$ cat src/rtl/wb_pkg.sv
// -----------------------------------------------------------------------------
// wb_pkg
// Shared types for the MEM/WB boundary of the RV32I core.
//   wb_sel_t  : writeback source select. The execute and memory stages
//               carry it unchanged down to writeback.
//   mem_wb_t  : contents of the MEM/WB pipeline register.
//   RV_XLEN   : architectural datapath width that the register struct is
//               sized for.
// -----------------------------------------------------------------------------
package wb_pkg;

    localparam int RV_XLEN = 32;

    typedef enum logic [1:0] {
        WB_SEL_ALU  = 2'd0,
        WB_SEL_MEM  = 2'd1,
        WB_SEL_PC4  = 2'd2,
        WB_SEL_NONE = 2'd3
    } wb_sel_t;

    // retired marks a held instruction that has already written the
    // register file and been counted, so a stall does not repeat either.
    typedef struct packed {
        logic               valid;
        logic               reg_wr_en;
        logic [4:0]         rd;
        wb_sel_t            wb_sel;
        logic [RV_XLEN-1:0] alu_result;
        logic [RV_XLEN-1:0] load_data;
        logic [RV_XLEN-1:0] pc_plus4;
        logic               retired;
    } mem_wb_t;

endpackage

$ cat src/rtl/mem_wb_stage_mux.sv
// -----------------------------------------------------------------------------
// wb_mux
// Purely combinational 4:1 writeback source select.
// Ports:
//   sel         in   writeback source (wb_sel_t)
//   alu_result  in   ALU result
//   load_data   in   extended load data
//   pc_plus4    in   link value
//   data        out  selected writeback value (0 for WB_SEL_NONE)
// -----------------------------------------------------------------------------
module wb_mux
    import wb_pkg::*;
#(
    parameter int XLEN = RV_XLEN
) (
    input  wb_sel_t         sel,
    input  logic [XLEN-1:0] alu_result,
    input  logic [XLEN-1:0] load_data,
    input  logic [XLEN-1:0] pc_plus4,
    output logic [XLEN-1:0] data
);

    always_comb begin
        data = '0;
        unique case (sel)
            WB_SEL_ALU:  data = alu_result;
            WB_SEL_MEM:  data = load_data;
            WB_SEL_PC4:  data = pc_plus4;
            WB_SEL_NONE: data = '0;
            default:     data = '0;
        endcase
    end

endmodule

$ cat src/rtl/mem_wb_stage.sv
// -----------------------------------------------------------------------------
// mem_wb_stage
// MEM/WB pipeline register and writeback stage. It captures the instruction
// leaving the memory stage and drives the register-file write port and the
// writeback-to-execute forwarding bus. It also keeps the retired-instruction
// counter. Stall holds the register. Flush replaces it with a bubble.
// Ports:
//   clk, rst          clock, synchronous active-high reset
//   mem_*             instruction fields from the memory stage
//   wb_stall/flush    hazard unit controls (flush wins over stall)
//   rf_wr_en/addr/data register-file write port
//   fwd_valid/rd/data forwarding bus
//   instret           retired-instruction count (wraps silently)
// All outputs are driven from registered state only.
// -----------------------------------------------------------------------------
module mem_wb_stage
    import wb_pkg::*;
#(
    parameter int XLEN  = RV_XLEN,
    parameter int CNT_W = 64
) (
    input  logic             clk,
    input  logic             rst,
    input  logic             mem_valid,
    input  logic             mem_reg_wr_en,
    input  logic [4:0]       mem_rd,
    input  logic [1:0]       mem_wb_sel,
    input  logic [XLEN-1:0]  mem_alu_result,
    input  logic [XLEN-1:0]  mem_load_data,
    input  logic [XLEN-1:0]  mem_pc_plus4,
    input  logic             wb_stall,
    input  logic             wb_flush,
    output logic             rf_wr_en,
    output logic [4:0]       rf_wr_addr,
    output logic [XLEN-1:0]  rf_wr_data,
    output logic             fwd_valid,
    output logic [4:0]       fwd_rd,
    output logic [XLEN-1:0]  fwd_data,
    output logic [CNT_W-1:0] instret
);

    mem_wb_t          wb_p0;
    mem_wb_t          cap_p0;
    logic [CNT_W-1:0] instret_p0;
    logic [XLEN-1:0]  wb_data;
    logic             writes_rd;

    always_comb begin
        cap_p0            = '0;
        cap_p0.valid      = mem_valid;
        cap_p0.reg_wr_en  = mem_reg_wr_en;
        cap_p0.rd         = mem_rd;
        cap_p0.wb_sel     = wb_sel_t'(mem_wb_sel);
        cap_p0.alu_result = mem_alu_result;
        cap_p0.load_data  = mem_load_data;
        cap_p0.pc_plus4   = mem_pc_plus4;
        cap_p0.retired    = 1'b0;
    end

    // ---- MEM -> WB register boundary ----
    always_ff @(posedge clk) begin
        if (rst) begin
            wb_p0      <= '0;
            instret_p0 <= '0;
        end else begin
            // The held instruction retires on the edge it leaves or becomes
            // retired, whatever flush/stall does to the register.
            if (wb_p0.valid && !wb_p0.retired)
                instret_p0 <= instret_p0 + CNT_W'(1);

            if (wb_flush) begin
                wb_p0.valid     <= 1'b0;
                wb_p0.reg_wr_en <= 1'b0;
                wb_p0.retired   <= 1'b0;
            end else if (wb_stall) begin
                wb_p0.retired <= wb_p0.valid;
            end else begin
                wb_p0 <= cap_p0;
            end
        end
    end

    // ---- WB combinational outputs ----
    wb_mux #(.XLEN(XLEN)) u_wb_mux (
        .sel        (wb_p0.wb_sel),
        .alu_result (wb_p0.alu_result),
        .load_data  (wb_p0.load_data),
        .pc_plus4   (wb_p0.pc_plus4),
        .data       (wb_data)
    );

    assign writes_rd  = wb_p0.valid && wb_p0.reg_wr_en && (wb_p0.rd != 5'd0);

    assign rf_wr_en   = writes_rd && !wb_p0.retired;
    assign rf_wr_addr = wb_p0.rd;
    assign rf_wr_data = wb_data;

    assign fwd_valid  = writes_rd;
    assign fwd_rd     = wb_p0.rd;
    assign fwd_data   = wb_data;

    assign instret    = instret_p0;

endmodule
$ cat config.mk
export PLATFORM = sky130hd
export DESIGN_NAME = mem_wb_stage
export DESIGN_NICKNAME = d
export VERILOG_FILES = /design/src/rtl/wb_pkg.sv /design/src/rtl/mem_wb_stage_mux.sv /design/src/rtl/mem_wb_stage.sv
export SDC_FILE = /design/constraint.sdc
export NUM_CORES = 1
export LEC_CHECK = 0
export BUFFER_PORTS_ARGS = -buffer_cell sky130_fd_sc_hd__buf_2
export CAP_MARGIN = 20
export CORE_ASPECT_RATIO = 1.75
export CORE_MARGIN = 8
export CORE_UTILIZATION = 25
export DETAILED_ROUTE_END_ITERATION = 8
export PLACE_DENSITY_LB_ADDON = 0.1
export SLEW_MARGIN = 25
export SYNTH_ARGS = -nofsm -noshare
export SYNTH_HDL_FRONTEND = slang
export SYNTH_HIERARCHICAL = 1
export SYNTH_SLANG_ARGS = --single-unit
$ cat constraint.sdc
create_clock -name clk -period 1.8 [get_ports clk]
set_input_delay 0.45 -clock clk [delete_from_list [all_inputs] [get_ports clk]]
set_output_delay 0.45 -clock clk [all_outputs]
set_load 0.1 [all_outputs]
==> results.json <==
{
  "status": "complete, but fails checks",
  "violations": "negative setup slack",
  "synth_seq_cells": 170,
  "grt_overflow_total": 0,
  "crit_family": "buffers and inverters",
  "synth_commonest_cells": "sky130_fd_sc_hd__nand2_1 (228), sky130_fd_sc_hd__dfxtp_1 (170), sky130_fd_sc_hd__a21oi_1 (134), sky130_fd_sc_hd__buf_4 (43), sky130_fd_sc_hd__nor2_1 (43)",
  "critical_path_capture_point_type": "output pin",
  "synthAdderAreaFrac_pct": 0.1579,
  "vias_in_the_first_global_route": 7878,
  "ctsHoldBuffers": 0,
  "drt-pass1-iter-count": 5,
  "setup_slack_ns": -0.4100,
  "switching_share_pct": 30.44,
  "cts_htree_levels": 4,
  "wirelength_microns": 30000,
  "floorplan.die.height_microns": 251.6,
  "worstSkewPairLatency_ns": 0.44,
  "synth.yosys.warnings": 6,
  "area_growth_syn_to_fin_pct": 72.55,
  "core_region_area_sq_mm": 0.03142,
  "post_detail_place_hpwl_microns": 21950,
  "netlist-cell-type-count": 49,
  "critPathMaxStageDelay_ns": 0.39,
  "switchingPower_mw": 2.917,
  "num_io_pins": 249,
  "complex_gate_fraction_of_the_synthesized_area_pct": 15.20,
  "setup_viols_final": 91,
  "ys_top_cells_by_area": "sky130_fd_sc_hd__dfxtp_1 (43%), sky130_fd_sc_hd__nand2_1 (11%), sky130_fd_sc_hd__a21oi_1 (8.5%), sky130_fd_sc_hd__mux2i_1 (4.3%), sky130_fd_sc_hd__buf_4 (4.1%)",
  "yosysTopAreaCell": "sky130_fd_sc_hd__dfxtp_1",
  "internal_power_mw": 6.664,
  "min-delay-path-class": "in2reg",
  "irDropWorstVdd_v": 0.0006778,
  "initial_utilization_pct": 25.23,
  "power_density_mw_per_mm2": 700.5,
  "cts_sinks": 170,
  "first_pass_grt_wire_length_microns": 45220,
  "final_util_pct": 43.53,
  "n_fill_cell": 3169,
  "antenna_found_initial": 7,
  "pwr-share-clk_pct": 39.4,
  "worstSetupPathType": "reg2out",
  "report.final.hold_viol_count": 0,
  "clock_tree_from_tritoncts": "done",
  "crit_required_ns": 1.35,
  "route.antenna.remaining_nets": 0,
  "combinational_family_with_the_most_area_after_synthesis": "simple AND/OR/NAND/NOR gates",
  "clk_pin_slew_ns": 0.07,
  "power.share.sequential_pct": 40.6,
  "tightest_slew_ns": 0.5208,
  "worstPathMaxFanout": 6,
  "synth_largest_type_area_fraction_pct": 42.94,
  "global_route.usage.total_pct": 15.50,
  "cp-start-kind": "flop",
  "tritoncts.num_buffers": 17,
  "final.period_utilization_pct": 122.8,
  "dr_total_vias": 7738,
  "synth-async-reset-ratio_pct": 0,
  "critical_path_buf_inv_count": 4,
  "synth_edf_count": 0,
  "yosys.area_share.simple_pct": 25.81,
  "maxClockFrequency_ghz": 0.4525,
  "synth_most_common_cell": "sky130_fd_sc_hd__nand2_1",
  "multiInputGateArea_sq_mm": 0.005114,
  "critical_path.most_common_cell": "sky130_fd_sc_hd__buf_12",
  "ys.flop_type": "sky130_fd_sc_hd__dfxtp_1",
  "post_synth_mux_area_share_pct": 4.294,
  "synth_xor_area_share_pct": 3.536,
  "buffer_ports.inserted": 248,
  "vias_per_cell": 4.625,
  "ys_seq_area_share_pct": 42.94,
  "design.final.nets": 1371,
  "leakage_nw": 5.409,
  "final_layout_size_suffix_gt1_share_pct": 48.90,
  "cpMaxStageDelayCell": "sky130_fd_sc_hd__dfxtp_4",
  "remaining_drc_errors": 0,
  "dieArea_sq_mm": 0.03788,
  "max-cap-violations": 0,
  "cts.path.max_buffers": 2,
  "avgSynthCellArea_sq_um": 8.361,
  "finClkSkew_ns": 0.01185,
  "core.rowCount": 86,
  "gpl.final_weighted_congestion": 0.7747,
  "max_slew_vio_count": 0,
  "detail_route.iter0.violations": 281,
  "critical_path.cell_chain": "nor2b_4, buf_12, buf_12, clkbuf_16, o2bb2ai_4, buf_12",
  "proportion_of_power_drawn_by_combinational_gates_pct": 20.0,
  "post_synthesis_net_count": 1058,
  "clockRootBuffer": "sky130_fd_sc_hd__clkbuf_16",
  "die_outline_width_microns": 150.6,
  "report.power.total_mw": 9.581,
  "avgRoutedWirePerCell_microns": 17.93,
  "worst_slew_margin_pct": 65.52,
  "min_period_ns": 2.210,
  "grt_max_degree": 77,
  "rsz0062_at_grt": "yes",
  "area.sequential_sq_mm": 0.003625,
  "syn-cell-area_sq_mm": 0.007926,
  "synthCells": 948,
  "worst_ep_arrival_time_ns": 1.76
}
## per-layer routing
layer  global-route usage (%)  wire (microns)
met2                    28.76           16260
met3                    4.449            1632
met4                    5.254             557
met1                    16.17           11490
met5                        0              52
## per-stage QoR
step                TNS, ns  setup slack, ns  cell area, sq um  hold WS, ns  cells
finish               -24.09          -0.4100             13680       0.2463   1673
global route         -31.33          -0.4764             13670       0.2216   1671
CTS                  -28.67          -0.4540             13300       0.2088   1665
detailed placement   -3.537          -0.2051             11990       0.4460   1614
global placement     -2.781          -0.1762             11990       0.4416   1614
floorplan            -8.692          -0.1968              9234       0.4333    948
## power by group through the flow
stage                     combinational, mW  clock, mW  sequential (mW)
final                                  1.92       3.77             3.89
after global routing                   2.01       4.06             3.90
after CTS                              1.92       3.94             3.88
after detailed placement               1.84          0             3.95
after global placement                 1.83          0             3.95
after floorplan                        1.34          0             3.94
## sequential cells by signal, indices dropped and copies added (netlist names)
name     flops
instret     64
fwd_rd       5
wb_p0      101
## final timing paths
path | start | to | slack, ns | cells past startpoint
max | wb_p0[98]$_SDFFE_PP0P_ | fwd_data[25] | -0.41 | 6
min | mem_alu_result[29] | wb_p0[94]$_SDFFE_PP0P_ | 0.25 | 3
max reg2reg | instret[7]$_SDFFE_PP0P_ | instret[58]$_SDFFE_PP0P_ | -0.19 | 7
min reg2reg | wb_p0[23]$_SDFFE_PP0P_ | wb_p0[23]$_SDFFE_PP0P_ | 0.47 | 2
## what timing repair did
| action | 4_1_cts | 5_1_grt |
|---|---|---|
| gates cloned | 3 | 2 |
| pin swaps | 24 | 24 |
| buffers inserted | 16 | 9 |
| gates resized for setup | 131 | 67 |
| endpoints found under the setup margin | 144 | 107 |
## logic make-up after synthesis
family	after synthesis
mux	34
xor+xnor	32
buf+inv	105
fa+ha+maj	1
flops	170
simple gates	407
compound gates	199
## cell usage in the layout (no fill, tap or decap), types with 3 or more instances in the layout
cell / n
sky130_fd_sc_hd__dfxtp_1: 105
sky130_fd_sc_hd__mux2i_2: 6
sky130_fd_sc_hd__dfxtp_4: 56
sky130_fd_sc_hd__nand3_4: 3
sky130_fd_sc_hd__and3_1: 9
sky130_fd_sc_hd__nand4_4: 4
sky130_fd_sc_hd__nor3_1: 4
sky130_fd_sc_hd__buf_6: 28
sky130_fd_sc_hd__clkinv_2: 3
sky130_fd_sc_hd__a21oi_1: 120
sky130_fd_sc_hd__inv_1: 7
sky130_fd_sc_hd__o21ai_1: 8
sky130_fd_sc_hd__or3_1: 17
sky130_fd_sc_hd__xor2_1: 25
sky130_fd_sc_hd__xnor2_1: 6
sky130_fd_sc_hd__clkbuf_16: 19
sky130_fd_sc_hd__buf_4: 143
sky130_fd_sc_hd__nand3_2: 3
sky130_fd_sc_hd__o21ai_0: 15
sky130_fd_sc_hd__o2bb2ai_4: 32
sky130_fd_sc_hd__bufinv_16: 3
sky130_fd_sc_hd__mux2i_4: 26
sky130_fd_sc_hd__or3_4: 9
sky130_fd_sc_hd__nor3_4: 7
sky130_fd_sc_hd__nand4_1: 24
sky130_fd_sc_hd__dfxtp_2: 9
sky130_fd_sc_hd__buf_12: 85
sky130_fd_sc_hd__diode_2: 3
sky130_fd_sc_hd__o31ai_1: 4
sky130_fd_sc_hd__nand3_1: 21
sky130_fd_sc_hd__nand2_1: 226
sky130_fd_sc_hd__buf_2: 132
sky130_fd_sc_hd__or4_1: 4
sky130_fd_sc_hd__clkinvlp_4: 3
sky130_fd_sc_hd__nor4_4: 8
sky130_fd_sc_hd__a21oi_2: 14
sky130_fd_sc_hd__nor2_1: 41
## worst min-delay path, cell delays in order
cell and delay [ns]:
sky130_fd_sc_hd__buf_2 0.10, sky130_fd_sc_hd__nand2_1 0.05, sky130_fd_sc_hd__a21oi_1 0.05
## final cells by class
| class | count | share of cell area [%] |
|---|---|---|
| timing repair buffer | 392 | 27.96 |
| sequential | 170 | 26.50 |
| inverter | 7 | 0.1921 |
| clock buffer | 19 | 3.165 |
| multi-input combinational | 673 | 37.39 |
| tap | 396 | 3.623 |
| antenna | 3 | 0.05489 |
| clock inverter | 13 | 1.116 |
Power figures use the tool's default switching activity.
